--- config.mk ---
export PLATFORM = sky130hd
export DESIGN_NAME = pulse_meter_flat
export DESIGN_NICKNAME = d
export VERILOG_FILES = /design/src/rtl/pulse_meter_pkg.sv /design/src/rtl/pulse_meter_if.sv /design/src/rtl/pulse_meter_sat_counter.sv /design/src/rtl/pulse_meter.sv /design/src/flat_wrapper.sv
export SDC_FILE = /design/constraint.sdc
export NUM_CORES = 1
export LEC_CHECK = 0
export CORE_MARGIN = 2
export CORE_UTILIZATION = 40
export DETAILED_ROUTE_END_ITERATION = 8
export GPL_ROUTABILITY_DRIVEN = 0
export SYNTH_ARGS = -nofsm -noshare
export SYNTH_HDL_FRONTEND = slang
export SYNTH_HIERARCHICAL = 1
export SYNTH_SLANG_ARGS = --single-unit
--- constraint.sdc ---
create_clock -name clk -period 2.5 [get_ports clk]
set_clock_uncertainty 0.15 [all_clocks]
set_input_delay 0.75 -clock clk [delete_from_list [all_inputs] [get_ports clk]]
set_output_delay 0.75 -clock clk [all_outputs]
set_load 0.1 [all_outputs]
--- src/rtl/pulse_meter_pkg.sv ---
// Shared types and constants for the pulse width meter.
package pulse_meter_pkg;

   localparam int DEFAULT_WIDTH = 16;

   typedef enum logic [1:0] {
      WAIT_LOW  = 2'd0,
      WAIT_HIGH = 2'd1,
      MEASURE   = 2'd2,
      REPORT    = 2'd3
   } state_e;

endpackage

--- src/rtl/pulse_meter_if.sv ---
// Result handshake between the pulse meter (master) and its consumer (slave).
interface pulse_meter_if #(
   parameter int WIDTH = pulse_meter_pkg::DEFAULT_WIDTH
) ();

   logic [WIDTH-1:0] width_out;
   logic             width_valid;
   logic             width_ready;
   logic             overflow;

   modport master (
      output width_out,
      output width_valid,
      output overflow,
      input  width_ready
   );

   modport slave (
      input  width_out,
      input  width_valid,
      input  overflow,
      output width_ready
   );

endinterface

--- src/rtl/pulse_meter_sat_counter.sv ---
// Saturating up-counter with clear/load-one; sat latches when an increment hits the ceiling.
module sat_counter #(
   parameter int WIDTH = 16
) (
   input  logic             clk,
   input  logic             reset,
   input  logic             clear,
   input  logic             load_one,
   input  logic             inc,
   output logic [WIDTH-1:0] count,
   output logic             sat
);

   logic [WIDTH-1:0] count_q, count_d;
   logic             sat_q, sat_d;

   always_comb begin
      count_d = count_q;
      sat_d   = sat_q;
      if (clear) begin
         count_d = '0;
         sat_d   = 1'b0;
      end else if (load_one) begin
         count_d = WIDTH'(1);
         sat_d   = 1'b0;
      end else if (inc) begin
         if (count_q == '1) begin
            sat_d = 1'b1;
         end else begin
            count_d = count_q + WIDTH'(1);
         end
      end
   end

   always_ff @(posedge clk) begin
      if (reset) begin
         count_q <= '0;
         sat_q   <= 1'b0;
      end else begin
         count_q <= count_d;
         sat_q   <= sat_d;
      end
   end

   assign count = count_q;
   assign sat   = sat_q;

endmodule

--- src/rtl/pulse_meter.sv ---
// Measures high-interval length of pulse_in and reports it over a valid/ready handshake.
// Optional PULSE_METER_MAX_EN adds a running maximum (max_width) with max_clear.
module pulse_meter
   import pulse_meter_pkg::*;
#(
   parameter int WIDTH = DEFAULT_WIDTH
) (
   input  logic             clk,
   input  logic             reset,
   input  logic             enable,
   input  logic             pulse_in,
   output logic             busy,
   output logic             missed,
`ifdef PULSE_METER_MAX_EN
   input  logic             max_clear,
   output logic [WIDTH-1:0] max_width,
`endif
   pulse_meter_if.master    meas
);

   state_e           state_q, state_d;
   logic [WIDTH-1:0] width_out_q, width_out_d;
   logic             width_valid_q, width_valid_d;
   logic             overflow_q, overflow_d;
   logic             busy_q, busy_d;
   logic             missed_q, missed_d;
   logic             pulse_prev_q;

   logic             cnt_clear, cnt_load, cnt_inc, capture;
   logic [WIDTH-1:0] count;
   logic             sat;

   sat_counter #(.WIDTH(WIDTH)) u_counter (
      .clk      (clk),
      .reset    (reset),
      .clear    (cnt_clear),
      .load_one (cnt_load),
      .inc      (cnt_inc),
      .count    (count),
      .sat      (sat)
   );

   always_comb begin
      state_d       = state_q;
      width_out_d   = width_out_q;
      width_valid_d = width_valid_q;
      overflow_d    = overflow_q;
      cnt_clear     = 1'b0;
      cnt_load      = 1'b0;
      cnt_inc       = 1'b0;
      capture       = 1'b0;
      case (state_q)
         // A pulse already high here must finish before we may arm on a fresh edge.
         WAIT_LOW: begin
            if (!pulse_in) state_d = WAIT_HIGH;
         end
         WAIT_HIGH: begin
            if (pulse_in) begin
               if (enable) begin
                  state_d  = MEASURE;
                  cnt_load = 1'b1;
               end else begin
                  state_d = WAIT_LOW;
               end
            end
         end
         MEASURE: begin
            if (pulse_in) begin
               cnt_inc = 1'b1;
            end else begin
               width_out_d   = count;
               overflow_d    = sat;
               width_valid_d = 1'b1;
               capture       = 1'b1;
               state_d       = REPORT;
            end
         end
         REPORT: begin
            if (width_valid_q && meas.width_ready) begin
               width_valid_d = 1'b0;
               overflow_d    = 1'b0;
               cnt_clear     = 1'b1;
               state_d       = pulse_in ? WAIT_LOW : WAIT_HIGH;
            end
         end
         default: state_d = WAIT_LOW;
      endcase
      busy_d   = (state_d == MEASURE);
      missed_d = (state_q == REPORT) && !pulse_prev_q && pulse_in;
   end

`ifdef PULSE_METER_MAX_EN
   logic [WIDTH-1:0] max_width_q, max_width_d;

   // Capture takes priority over a simultaneous clear.
   always_comb begin
      max_width_d = max_width_q;
      if (capture) begin
         if (count > max_width_q) max_width_d = count;
      end else if (max_clear) begin
         max_width_d = '0;
      end
   end

   always_ff @(posedge clk) begin
      if (reset) max_width_q <= '0;
      else       max_width_q <= max_width_d;
   end

   assign max_width = max_width_q;
`endif

   always_ff @(posedge clk) begin
      if (reset) begin
         state_q       <= WAIT_LOW;
         width_out_q   <= '0;
         width_valid_q <= 1'b0;
         overflow_q    <= 1'b0;
         busy_q        <= 1'b0;
         missed_q      <= 1'b0;
         pulse_prev_q  <= 1'b0;
      end else begin
         state_q       <= state_d;
         width_out_q   <= width_out_d;
         width_valid_q <= width_valid_d;
         overflow_q    <= overflow_d;
         busy_q        <= busy_d;
         missed_q      <= missed_d;
         pulse_prev_q  <= pulse_in;
      end
   end

   assign meas.width_out   = width_out_q;
   assign meas.width_valid = width_valid_q;
   assign meas.overflow    = overflow_q;
   assign busy             = busy_q;
   assign missed           = missed_q;

endmodule

--- src/flat_wrapper.sv ---
// flat-port wrapper written by rule: the top's interface ports become plain ports
module pulse_meter_flat import pulse_meter_pkg::*;
#(
   parameter int WIDTH = DEFAULT_WIDTH
)
  (clk, reset, enable, pulse_in, busy, missed, meas_width_out, meas_width_valid, meas_overflow, meas_width_ready);
  pulse_meter_if #(.WIDTH(WIDTH)) meas_i ();
  input  logic clk;
  input  logic reset;
  input  logic enable;
  input  logic pulse_in;
  output logic busy;
  output logic missed;
  output wire logic [$bits(meas_i.width_out)-1:0] meas_width_out;
  output wire logic [$bits(meas_i.width_valid)-1:0] meas_width_valid;
  output wire logic [$bits(meas_i.overflow)-1:0] meas_overflow;
  input wire logic [$bits(meas_i.width_ready)-1:0] meas_width_ready;
  assign meas_width_out = meas_i.width_out;
  assign meas_width_valid = meas_i.width_valid;
  assign meas_overflow = meas_i.overflow;
  assign meas_i.width_ready = meas_width_ready;
  pulse_meter #(.WIDTH(WIDTH)) u_core (.clk(clk), .reset(reset), .enable(enable), .pulse_in(pulse_in), .busy(busy), .missed(missed), .meas(meas_i));
endmodule
After elaboration in Yosys (flattened, before gate mapping)
Index checks and enable logic that the tools add are counted.
{"block": "classes", "add_sub_neg": 1, "n_eq_ne": 8, "mux": 22, "bitwise_logic": 2, "reduce_logical": 14}
{"operator": "$add A16 B1 Y16 const B", "n": 1}
{"operator": "$eq A16 B16 Y1 const B", "n": 1}
{"operator": "$mux W1", "n": 14}
{"operator": "$mux W2", "n": 5}
{"operator": "$pmux W2 S4", "n": 1}
{"operator": "$reduce_and A2 Y1", "n": 4}
{"operator": "$eq A2 B2 Y1 const B", "n": 3}
{"operator": "$ne A2 B1 Y1 const B", "n": 2}
{"operator": "$pmux W1 S2", "n": 2}
{"operator": "$reduce_bool A2 Y1", "n": 2}
{"operator": "$logic_and A1 B1 Y1", "n": 3}
{"operator": "$reduce_and A3 Y1", "n": 1}
{"operator": "$reduce_or A3 Y1", "n": 1}
{"operator": "$eq A2 B1 Y1 const B", "n": 1}
{"operator": "$logic_not A2 Y1", "n": 1}
{"operator": "$ne A2 B2 Y1 const B", "n": 1}
{"operator": "$not A1 Y1", "n": 2}
{"operator": "$reduce_or A2 Y1", "n": 1}
{"operator": "$logic_not A1 Y1", "n": 1}
{"block": "totals", "regBits": 40, "inputBits": 5, "output_inout_bits": 20}

Logic depth before layout (Yosys ltp)
Gate-level depths: netlist (run 1).
{"block": "depth", "ltp_word": 5, "depth_mapped": 7, "mapped_depth_nobuf": 5}

Hierarchy
The synthesis (run 1) kept the hierarchy.
{"mod": "pulse_meter", "instances": 1, "cells_per_inst": 100, "area_per_inst_um2": 870.8}
{"mod": "sat_counter", "instances": 1, "cells_per_inst": 101, "area_per_inst_um2": 848.3}

Worst setup path after synthesis (run 1)
No wires, ideal clock.
{"block": "synth_path", "path_type": "input to register", "startpoint": "input pulse_in", "endpoint": "register u_core.u_counter.count_q[8], in the netlist u_core/u_counter/count[8]", "t_arrival_ns": 1.931, "required_ns": 2.280, "path_slack_ns": 0.349, "stages": 6, "n_path_buf": 1, "path_cell_list": "and3b_2 > and3_1 > clkbuf_1 > nand3_1 > or3_2 > a21oi_1"}
{"block": "synth_via", "elab_chain_cells": 3}
{"element": "from (decl)", "line_no": "flat_wrapper.sv:11", "source": "input logic pulse_in;"}
{"element": "$mux W1, on equally long branches", "line_no": "pulse_meter.sv:58, pulse_meter.sv:68"}
{"element": "$mux W1", "line_no": "pulse_meter.sv:52", "source": "case (state_q)"}
{"element": "$reduce_or A3 Y1 (no source line) or $reduce_and A2 Y1 (tied branches)"}
{"element": "to (signal assigned)", "line_no": "pulse_meter_sat_counter.sv:40", "source": "count_q <= count_d;"}
{"element": "to (decl)", "line_no": "pulse_meter_sat_counter.sv:14", "source": "logic [WIDTH-1:0] count_q, count_d;"}
Parallel ways exist; a longest one is shown, timed or not.
A chain may end at the register's enable or synchronous reset.

Worst setup path after layout (run 1)
{"block": "layout_path", "startpoint": "input pulse_in", "endpoint": "register u_core.u_counter.count_q[13], in the netlist u_core/u_counter/count[13]"}
{"block": "layout_via", "elab_chain_cells": 3}
{"element": "$mux W1", "line_no": "pulse_meter.sv:68", "source": "if (pulse_in) begin"}
{"element": "$mux W1", "line_no": "pulse_meter.sv:52"}
{"element": "net u_core.cnt_inc", "line_no": "pulse_meter.sv:29", "source": "logic cnt_clear, cnt_load, cnt_inc, capture;"}
{"element": "$reduce_and A2 Y1 (no source line)"}
The timed path passes the listed nets, and every way through them passes these cells.

==> results of run 1 <==
[layout make-up]
class,count,area [um2],area share
repair buffers,41,318,0.152
clock inverters,1,5.00,0.00240
multi-input cells,145,810,0.388
flip-flops and latches,40,801,0.384
well taps,50,62.6,0.0300
inverters,5,18.8,0.00899
clock buffers,6,72.6,0.0348
[cell usage after synthesis, types with 3 or more instances]
cell type	n	share of area
sky130_fd_sc_hd__nor2_1	7	0.015
sky130_fd_sc_hd__dfxtp_1	40	0.47
sky130_fd_sc_hd__nor3_1	3	0.0087
sky130_fd_sc_hd__or3_1	5	0.018
sky130_fd_sc_hd__or4_1	3	0.013
sky130_fd_sc_hd__inv_1	5	0.011
sky130_fd_sc_hd__o21ai_0	10	0.029
sky130_fd_sc_hd__nand4_1	3	0.011
sky130_fd_sc_hd__o31ai_1	3	0.013
sky130_fd_sc_hd__mux2i_1	3	0.017
sky130_fd_sc_hd__nand3_1	8	0.023
sky130_fd_sc_hd__a21oi_1	28	0.082
sky130_fd_sc_hd__nand2_1	43	0.094
sky130_fd_sc_hd__buf_6	3	0.020
[worst max-delay path by stage]
| stage | start | to | slack (ns) | cells after the start |
|---|---|---|---|---|
| global placement | pulse_in | u_core/u_counter/count[13]$_SDFFE_PP0P_ | -0.09 | 6 |
| CTS | pulse_in | u_core/u_counter/count[13]$_SDFFE_PP0P_ | 0.18 | 6 |
| global route | pulse_in | u_core/u_counter/count[13]$_SDFFE_PP0P_ | 0.09 | 6 |
| finish | pulse_in | u_core/u_counter/count[13]$_SDFFE_PP0P_ | 0.18 | 6 |
| detailed placement | pulse_in | u_core/u_counter/count[13]$_SDFFE_PP0P_ | -0.12 | 6 |
| floorplan | pulse_in | u_core/u_counter/count[8]$_SDFFE_PP0P_ | 0.35 | 6 |
[registers in the layout, indices dropped and copies added, names as in the netlist]
| register | count |
|---|---|
| u_core/meas.width_out | 16 |
| u_core/u_counter/count | 16 |
| u_core/meas.width_valid | 1 |
| u_core/meas.overflow | 1 |
| u_core/state_q | 2 |
| u_core/busy | 1 |
| u_core/pulse_prev_q | 1 |
| u_core/missed | 1 |
| u_core/u_counter/sat | 1 |
[metal layers]
layer | track usage | vias up | share of wire
met5 | 0 | - | 0
met2 | 0.254 | 36 | 0.46
met4 | 0.0697 | 0 | 0.014
li1 | - | 799 | -
met3 | 0.0509 | 6 | 0.044
met1 | 0.214 | 721 | 0.48
[power breakdown]
part | switching [mW] | internal (mW)
sequential | 0.00539 | 0.641
combinational | 0.0300 | 0.0219
clock | 0.208 | 0.190
[worst max-delay path, delay by kind of cell]
family / cells / cell delay, ns
buffers and inverters: 2 / 0.68
AND/OR/NAND/NOR: 3 / 0.81
AO/OA/AOI/OAI: 1 / 0.14
[layout by cell type (no fill, tap or decap), types with 3 or more instances in the layout]
master                            Yosys  routed
sky130_fd_sc_hd__buf_4                2      37
sky130_fd_sc_hd__dfxtp_1             40      40
sky130_fd_sc_hd__o21ai_0             10      10
sky130_fd_sc_hd__or3_1                5       5
sky130_fd_sc_hd__clkdlybuf4s50_1      0       4
sky130_fd_sc_hd__clkbuf_8             0       5
sky130_fd_sc_hd__inv_1                5       5
sky130_fd_sc_hd__mux2i_1              3       3
sky130_fd_sc_hd__o31ai_1              3       3
sky130_fd_sc_hd__nor3_1               3       3
sky130_fd_sc_hd__nand3_1              8       8
sky130_fd_sc_hd__nand2_1             43      43
sky130_fd_sc_hd__nor2_1               7       7
sky130_fd_sc_hd__a21oi_1             28      28
sky130_fd_sc_hd__nand4_1              3       3
sky130_fd_sc_hd__or4_1                3       3
[stage by stage]
step           cells  hold WS [ns]  setup TNS [ns]  utilization
4_1_cts          288         0.256               0        0.514
2_1_floorplan    201         0.226               0            -
3_5_place_dp     281         0.246          -0.542        0.495
3_3_place_gp     281         0.238          -0.308        0.495
6_report         288         0.255               0        0.514
5_1_grt          288         0.291               0        0.514
[cells by family (layout without fill, tap and decap cells)]
group	after synthesis	after routing	synth area share
simple gates	89	89	0.271
fa+ha+maj	1	1	0.00728
mux	3	3	0.0175
compound gates	52	52	0.175
buf+inv	16	53	0.0633
flops	40	40	0.466
==> results_tabular.tex, run 1 <==
\begin{tabular}{lr}
\hline
Metric & Value \\
\hline
\multicolumn{2}{l}{\textbf{Run status}} \\
\quad Result of the run & finished, final reports clean \\
\multicolumn{2}{l}{\textbf{Global route}} \\
\quad Overflow after GRT & 0 \\
\quad Antenna violations before repair & 0 \\
\quad Total GRT Usage & 0.165 \\
\quad Pin count of the biggest net entering global routing & 22 \\
\quad Global-route wire length before repair & 6430 um \\
\quad Number of global-route vias before repair & 1,363 \\
\multicolumn{2}{l}{\textbf{Cells and area}} \\
\quad Filler cells & 397 \\
\quad Final antenna diode count & 0 \\
\quad Layout cell share with drive strength beyond 1 & 0.214 \\
\quad Final design area excluding fillers & 2090 um2 \\
\quad Number of nets in the finished design & 244 \\
\quad Area grow syn2layout & 21.4\% \\
\multicolumn{2}{l}{\textbf{CTS}} \\
\quad Maximum level of the CTS H-tree & 2 \\
\quad Hold bufs inserted after CTS & 0 \\
\quad Clock network latency to the later pin of the worst-skew pair & 0.29 ns \\
\quad CTS Root Buffer Type & sky130\_fd\_sc\_hd\_\_clkbuf\_8 \\
\quad PostCTS Resize Cnt & 0 \\
\quad Clock tree from TritonCTS & built \\
\quad Inserted Clock Buffers & 5 \\
\quad Max clock buf depth & 2 \\
\quad Number of post-CTS setup repair buffers & 0 \\
\quad Clock-pin slew on the worst setup and hold paths & 0.07 ns \\
\quad Num Clock Sinks & 40 \\
\multicolumn{2}{l}{\textbf{Power}} \\
\quad VDD IR-drop max & 0.260 mV \\
\quad Power per cell area & 525 nW/um2 \\
\quad Total power & 1.10 mW \\
\quad Reported leakage power & 0.761 nW \\
\multicolumn{2}{l}{\textbf{Synthesis}} \\
\quad Distinct cells, synth & 40 \\
\quad Sequential cell area fraction in the yosys report & 0.466 \\
\quad Post-Synthesis Net Count & 207 \\
\quad Number of warning messages in the yosys log & 6 \\
\quad Post-synthesis instance total & 201 \\
\quad Number of synthesized register bits & 40 \\
\quad Most instantiated flip-flop cell in the synthesis netlist & sky130\_fd\_sc\_hd\_\_dfxtp\_1 \\
\quad Share of async-settable or async-resettable flops after synthesis & 0 \\
\quad Number of enable-type register cells in the synthesized netlist & 0 \\
\quad Average cell area after synthesis & 8.55 um2 \\
\quad Summed instance area of the synthesized netlist & 1720 um2 \\
\multicolumn{2}{l}{\textbf{STA}} \\
\quad Final period utilization & 0.927 \\
\quad Slew headroom & 0.608 \\
\quad Worst-case setup margin in the final layout & 0.182 ns \\
\quad Final Slew Violations & 0 \\
\quad Final setup fails & 0 \\
\quad Fin crit period & 2.32 ns \\
\quad Endpoints failing hold & 0 \\
\quad Actual transition at the worst max-transition pin & 0.582 ns \\
\quad Unrepaired setup endpoints after global routing & false \\
\quad Maximum clock frequency & 431 MHz \\
\multicolumn{2}{l}{\textbf{Place}} \\
\quad DPL Wire Length & 2890 um \\
\quad DP Area & 2010 um2 \\
\quad Count of port buffers added during placement & 24 \\
\quad Setup WS pre-CTS & -0.123 ns \\
\multicolumn{2}{l}{\textbf{Floorplanning}} \\
\quad Top-level I/O count & 25 \\
\quad Die span in y & 69.6 um \\
\quad Cell row count & 23 \\
\quad Die outline area & 4840 um2 \\
\quad Placeable core region & 4060 um2 \\
\quad Die outline width & 69.6 um \\
\quad Initial Util & 0.424 \\
\multicolumn{2}{l}{\textbf{Drt}} \\
\quad \# DRC & 0 \\
\quad Vias per cell & 5.42 \\
\quad Per-cell routed wire length & 13.5 um \\
\quad Detailed-route via count & 1,562 \\
\quad 1st-pass router iterations & 4 \\
\quad Post-detailed-route count of antenna-violating nets & 0 \\
\quad Wire length after detailed routing & 3880 um \\
\quad Initial drt markers & 50 \\
\multicolumn{2}{l}{\textbf{Worst hold path}} \\
\quad HP Class & register to register \\
\quad Source of the worst hold timing path & u\_core/pulse\_prev\_q\$\_SDFF\_PP0\_ \\
\quad Cells on Worst Hold Path & 1 \\
\quad Hold path endpoint & u\_core/missed\$\_SDFF\_PP0\_ \\
\multicolumn{2}{l}{\textbf{Setup path}} \\
\quad Endpoint kind of the worst setup timing path & register \\
\quad Cell at the slowest stage of the critical path & sky130\_fd\_sc\_hd\_\_clkdlybuf4s50\_1 \\
\quad Data arrival time at the worst-slack endpoint & 2.39 ns \\
\quad Largest incremental delay on the critical path & 0.50 ns \\
\quad Highest net fanout along the worst path & 11 \\
\quad Path type of the worst setup path & primary input to register \\
\quad Setup crit start kind & primary input \\
\quad Series of cell instances along the critical path & clkdlybuf4s50\_1, and3b\_2, nand4\_1, buf\_4, or4\_1, a21oi\_1 \\
\quad Worst EP required & 2.57 ns \\
\quad Number of cells on the worst reg-to-reg path & 5 \\
\quad Endpoint of the worst-slack reg-to-reg timing path & u\_core/u\_counter/count[3]\$\_SDFFE\_PP0P\_ \\
\quad Register-to-register path setup slack & 0.48 ns \\
\quad Launching point of the worst reg2reg path & u\_core/u\_counter/count[12]\$\_SDFFE\_PP0P\_ \\
\multicolumn{2}{l}{\textbf{Flow run}} \\
\quad Max cap viols & 0 \\
\hline
\end{tabular}
Power figures use the tool's default switching activity.
==> inputs of run 2 (changes only) <==
--- a/config.mk
+++ b/config.mk
@@ -5,7 +5,6 @@
 export SDC_FILE = /design/constraint.sdc
 export NUM_CORES = 1
 export LEC_CHECK = 0
-export CORE_MARGIN = 2
 export CORE_UTILIZATION = 40
 export DETAILED_ROUTE_END_ITERATION = 8
 export GPL_ROUTABILITY_DRIVEN = 0
==> run 2 against run 1 <==
Effect of this change:
- maximum frequency decreased by 4.8%
- register-to-register slack improved by 0.05 ns
- sequential power about the same
- sequential share of layout area decreased by 0.57 points
- core utilization increased by 0.77 points
- cell area increased by 1.5%
- final cell count increased by 1.0%
- clock power increased by 1%
- via count decreased by 0.13%
- critical path type unchanged
- largest cell class unchanged
==> results_tabular.tex, run 2 (synthesized netlist as in run 1, its figures left out) <==
\begin{tabular}{lr}
\hline
Metric & Value \\
\hline
\multicolumn{2}{l}{\textbf{Run status}} \\
\quad Result of the run & finished, final reports clean \\
\multicolumn{2}{l}{\textbf{CTS}} \\
\quad Clock tree from TritonCTS & built \\
\quad Num Clock Sinks & 40 \\
\quad Maximum level of the CTS H-tree & 2 \\
\quad Clock-pin slew on the worst setup and hold paths & 0.08 ns \\
\quad Max clock buf depth & 2 \\
\quad Clock network latency to the later pin of the worst-skew pair & 0.29 ns \\
\quad Inserted Clock Buffers & 5 \\
\quad CTS Root Buffer Type & sky130\_fd\_sc\_hd\_\_clkbuf\_8 \\
\multicolumn{2}{l}{\textbf{Setup path}} \\
\quad Setup crit start kind & primary input \\
\quad Cell at the slowest stage of the critical path & sky130\_fd\_sc\_hd\_\_clkdlybuf4s50\_1 \\
\quad Highest net fanout along the worst path & 6 \\
\quad Series of cell instances along the critical path & clkdlybuf4s50\_1, and3b\_2, nand4\_1, buf\_4, or4\_1, a21oi\_2 \\
\quad Path type of the worst setup path & primary input to register \\
\quad Largest incremental delay on the critical path & 0.50 ns \\
\quad Worst EP required & 2.58 ns \\
\quad Data arrival time at the worst-slack endpoint & 2.51 ns \\
\quad Endpoint kind of the worst setup timing path & register \\
\multicolumn{2}{l}{\textbf{Floorplanning}} \\
\quad Placeable core region & 4060 um2 \\
\quad Die outline width & 67.6 um \\
\quad Die span in y & 67.6 um \\
\quad Top-level I/O count & 25 \\
\quad Die outline area & 4560 um2 \\
\quad Cell row count & 23 \\
\quad Initial Util & 0.424 \\
\multicolumn{2}{l}{\textbf{STA}} \\
\quad Actual transition at the worst max-transition pin & 0.396 ns \\
\quad Final Slew Violations & 0 \\
\quad Endpoints failing hold & 0 \\
\quad Worst-case setup margin in the final layout & 0.0648 ns \\
\quad Final period utilization & 0.974 \\
\quad Fin crit period & 2.44 ns \\
\quad Slew headroom & 0.734 \\
\quad Final setup fails & 0 \\
\quad Maximum clock frequency & 411 MHz \\
\quad Min Hold Slack & 0.256 ns \\
\multicolumn{2}{l}{\textbf{Power}} \\
\quad Reported net switching power & 249 uW \\
\quad Combinational share of power & 0.048 \\
\quad Reg power frac & 0.587 \\
\quad Internal Power & 853 uW \\
\quad Power per cell area & 520 nW/um2 \\
\quad Clk network pwr share & 0.365 \\
\quad Total power & 1.10 mW \\
\quad Reported leakage power & 0.774 nW \\
\quad VDD IR-drop max & 0.255 mV \\
\quad Proportion of total power due to net switching & 0.226 \\
\multicolumn{2}{l}{\textbf{Drt}} \\
\quad Met2 WL post-DR & 1890 um \\
\quad Post-detailed-route count of antenna-violating nets & 0 \\
\quad Initial drt markers & 72 \\
\quad Vias per cell & 5.36 \\
\quad Per-cell routed wire length & 13.7 um \\
\quad Detailed-route via count & 1,560 \\
\quad Highest Signal Layer & met4 \\
\quad 1st-pass router iterations & 4 \\
\quad Wire length after detailed routing & 3970 um \\
\quad Wire length on met3 & 166 um \\
\quad \# DRC & 0 \\
\quad Wl on met1 & 1870 um \\
\multicolumn{2}{l}{\textbf{Global route}} \\
\quad Pin count of the biggest net entering global routing & 22 \\
\quad Global-route wire length before repair & 6490 um \\
\quad Antenna violations before repair & 0 \\
\quad Overflow after GRT & 0 \\
\quad Total GRT Usage & 0.192 \\
\quad Number of global-route vias before repair & 1,417 \\
\multicolumn{2}{l}{\textbf{Cells and area}} \\
\quad Area grow syn2layout & 23.2\% \\
\quad Most common cell after layout, fill and taps aside & sky130\_fd\_sc\_hd\_\_nand2\_1 \\
\quad Layout cell share with drive strength beyond 1 & 0.232 \\
\quad Final core utilization & 0.522 \\
\quad Most frequent cells in the layout & 43 x sky130\_fd\_sc\_hd\_\_nand2\_1, 40 x sky130\_fd\_sc\_hd\_\_buf\_4, 40 x sky130\_fd\_sc\_hd\_\_dfxtp\_1 \\
\quad Final antenna diode count & 0 \\
\quad Number of nets in the finished design & 247 \\
\multicolumn{2}{l}{\textbf{Place}} \\
\quad DPL Wire Length & 2910 um \\
\quad Setup WS pre-CTS & -0.208 ns \\
\quad Count of port buffers added during placement & 24 \\
\multicolumn{2}{l}{\textbf{Flow run}} \\
\quad Max cap viols & 0 \\
\multicolumn{2}{l}{\textbf{Worst hold path}} \\
\quad HP Class & register to register \\
\hline
\end{tabular}
-- run 2: path summary, 6_finish.rpt --
kind | cells past startpoint | to | slack [ns] | startpoint
min | 1 | u_core/missed$_SDFF_PP0_ | 0.26 | u_core/pulse_prev_q$_SDFF_PP0_
min reg2reg | 1 | u_core/missed$_SDFF_PP0_ | 0.26 | u_core/pulse_prev_q$_SDFF_PP0_
max | 6 | u_core/u_counter/count[5]$_SDFFE_PP0P_ | 0.06 | pulse_in
max reg2reg | 5 | u_core/u_counter/count[5]$_SDFFE_PP0P_ | 0.53 | u_core/state_q[0]$_SDFF_PP0_
-- run 2: area by class of cell --
| cell class | count | area [um2] |
|---|---|---|
| Clock buffer | 6 | 72.6 |
| Clock inverter | 1 | 5.00 |
| Fill cell | 396 | 1940 |
| Inverter | 5 | 18.8 |
| Multi-Input combinational cell | 145 | 818 |
| Sequential cell | 40 | 801 |
| Tap cell | 50 | 62.6 |
| Timing Repair Buffer | 44 | 340 |
-- run 2: power by group through the flow --
stage          logic, mW  clock network [mW]  registers (mW)
6_report          0.0530               0.402           0.646
5_1_grt           0.0571               0.450           0.647
3_5_place_dp      0.0523                   0           0.661
3_3_place_gp      0.0512                   0           0.661
2_1_floorplan     0.0276                   0           0.664
4_1_cts           0.0525               0.418           0.646
-- run 2: stage by stage --
step                std cells  setup TNS [ns]  instance area, um2
finish                    291               0                2120
global route              291       -0.000920                2120
CTS                       290               0                2100
detailed placement        283           -1.39                2020
global placement          283          -0.951                2020
floorplan                 201               0                1720
-- run 2: metal layers --
layer	track usage	vias up
met5	0	-
met4	0.0824	0
met3	0.0524	5
met2	0.307	29
met1	0.238	726
li1	-	800
-- run 2: worst max-delay path: cells and delay by family --
kind | cells | cell delay (ns)
AO/OA/AOI/OAI | 1 | 0.13
buffers and inverters | 2 | 0.74
AND/OR/NAND/NOR | 3 | 0.90
-- run 2: repair_timing --
item | in CTS | in global routing
endpoints found under the setup margin | 0 | 1
setup buffers | 0 | 1
gates resized for setup | 0 | 2
hold buffers | 0 | 0
hold endpoints to repair | 0 | 0
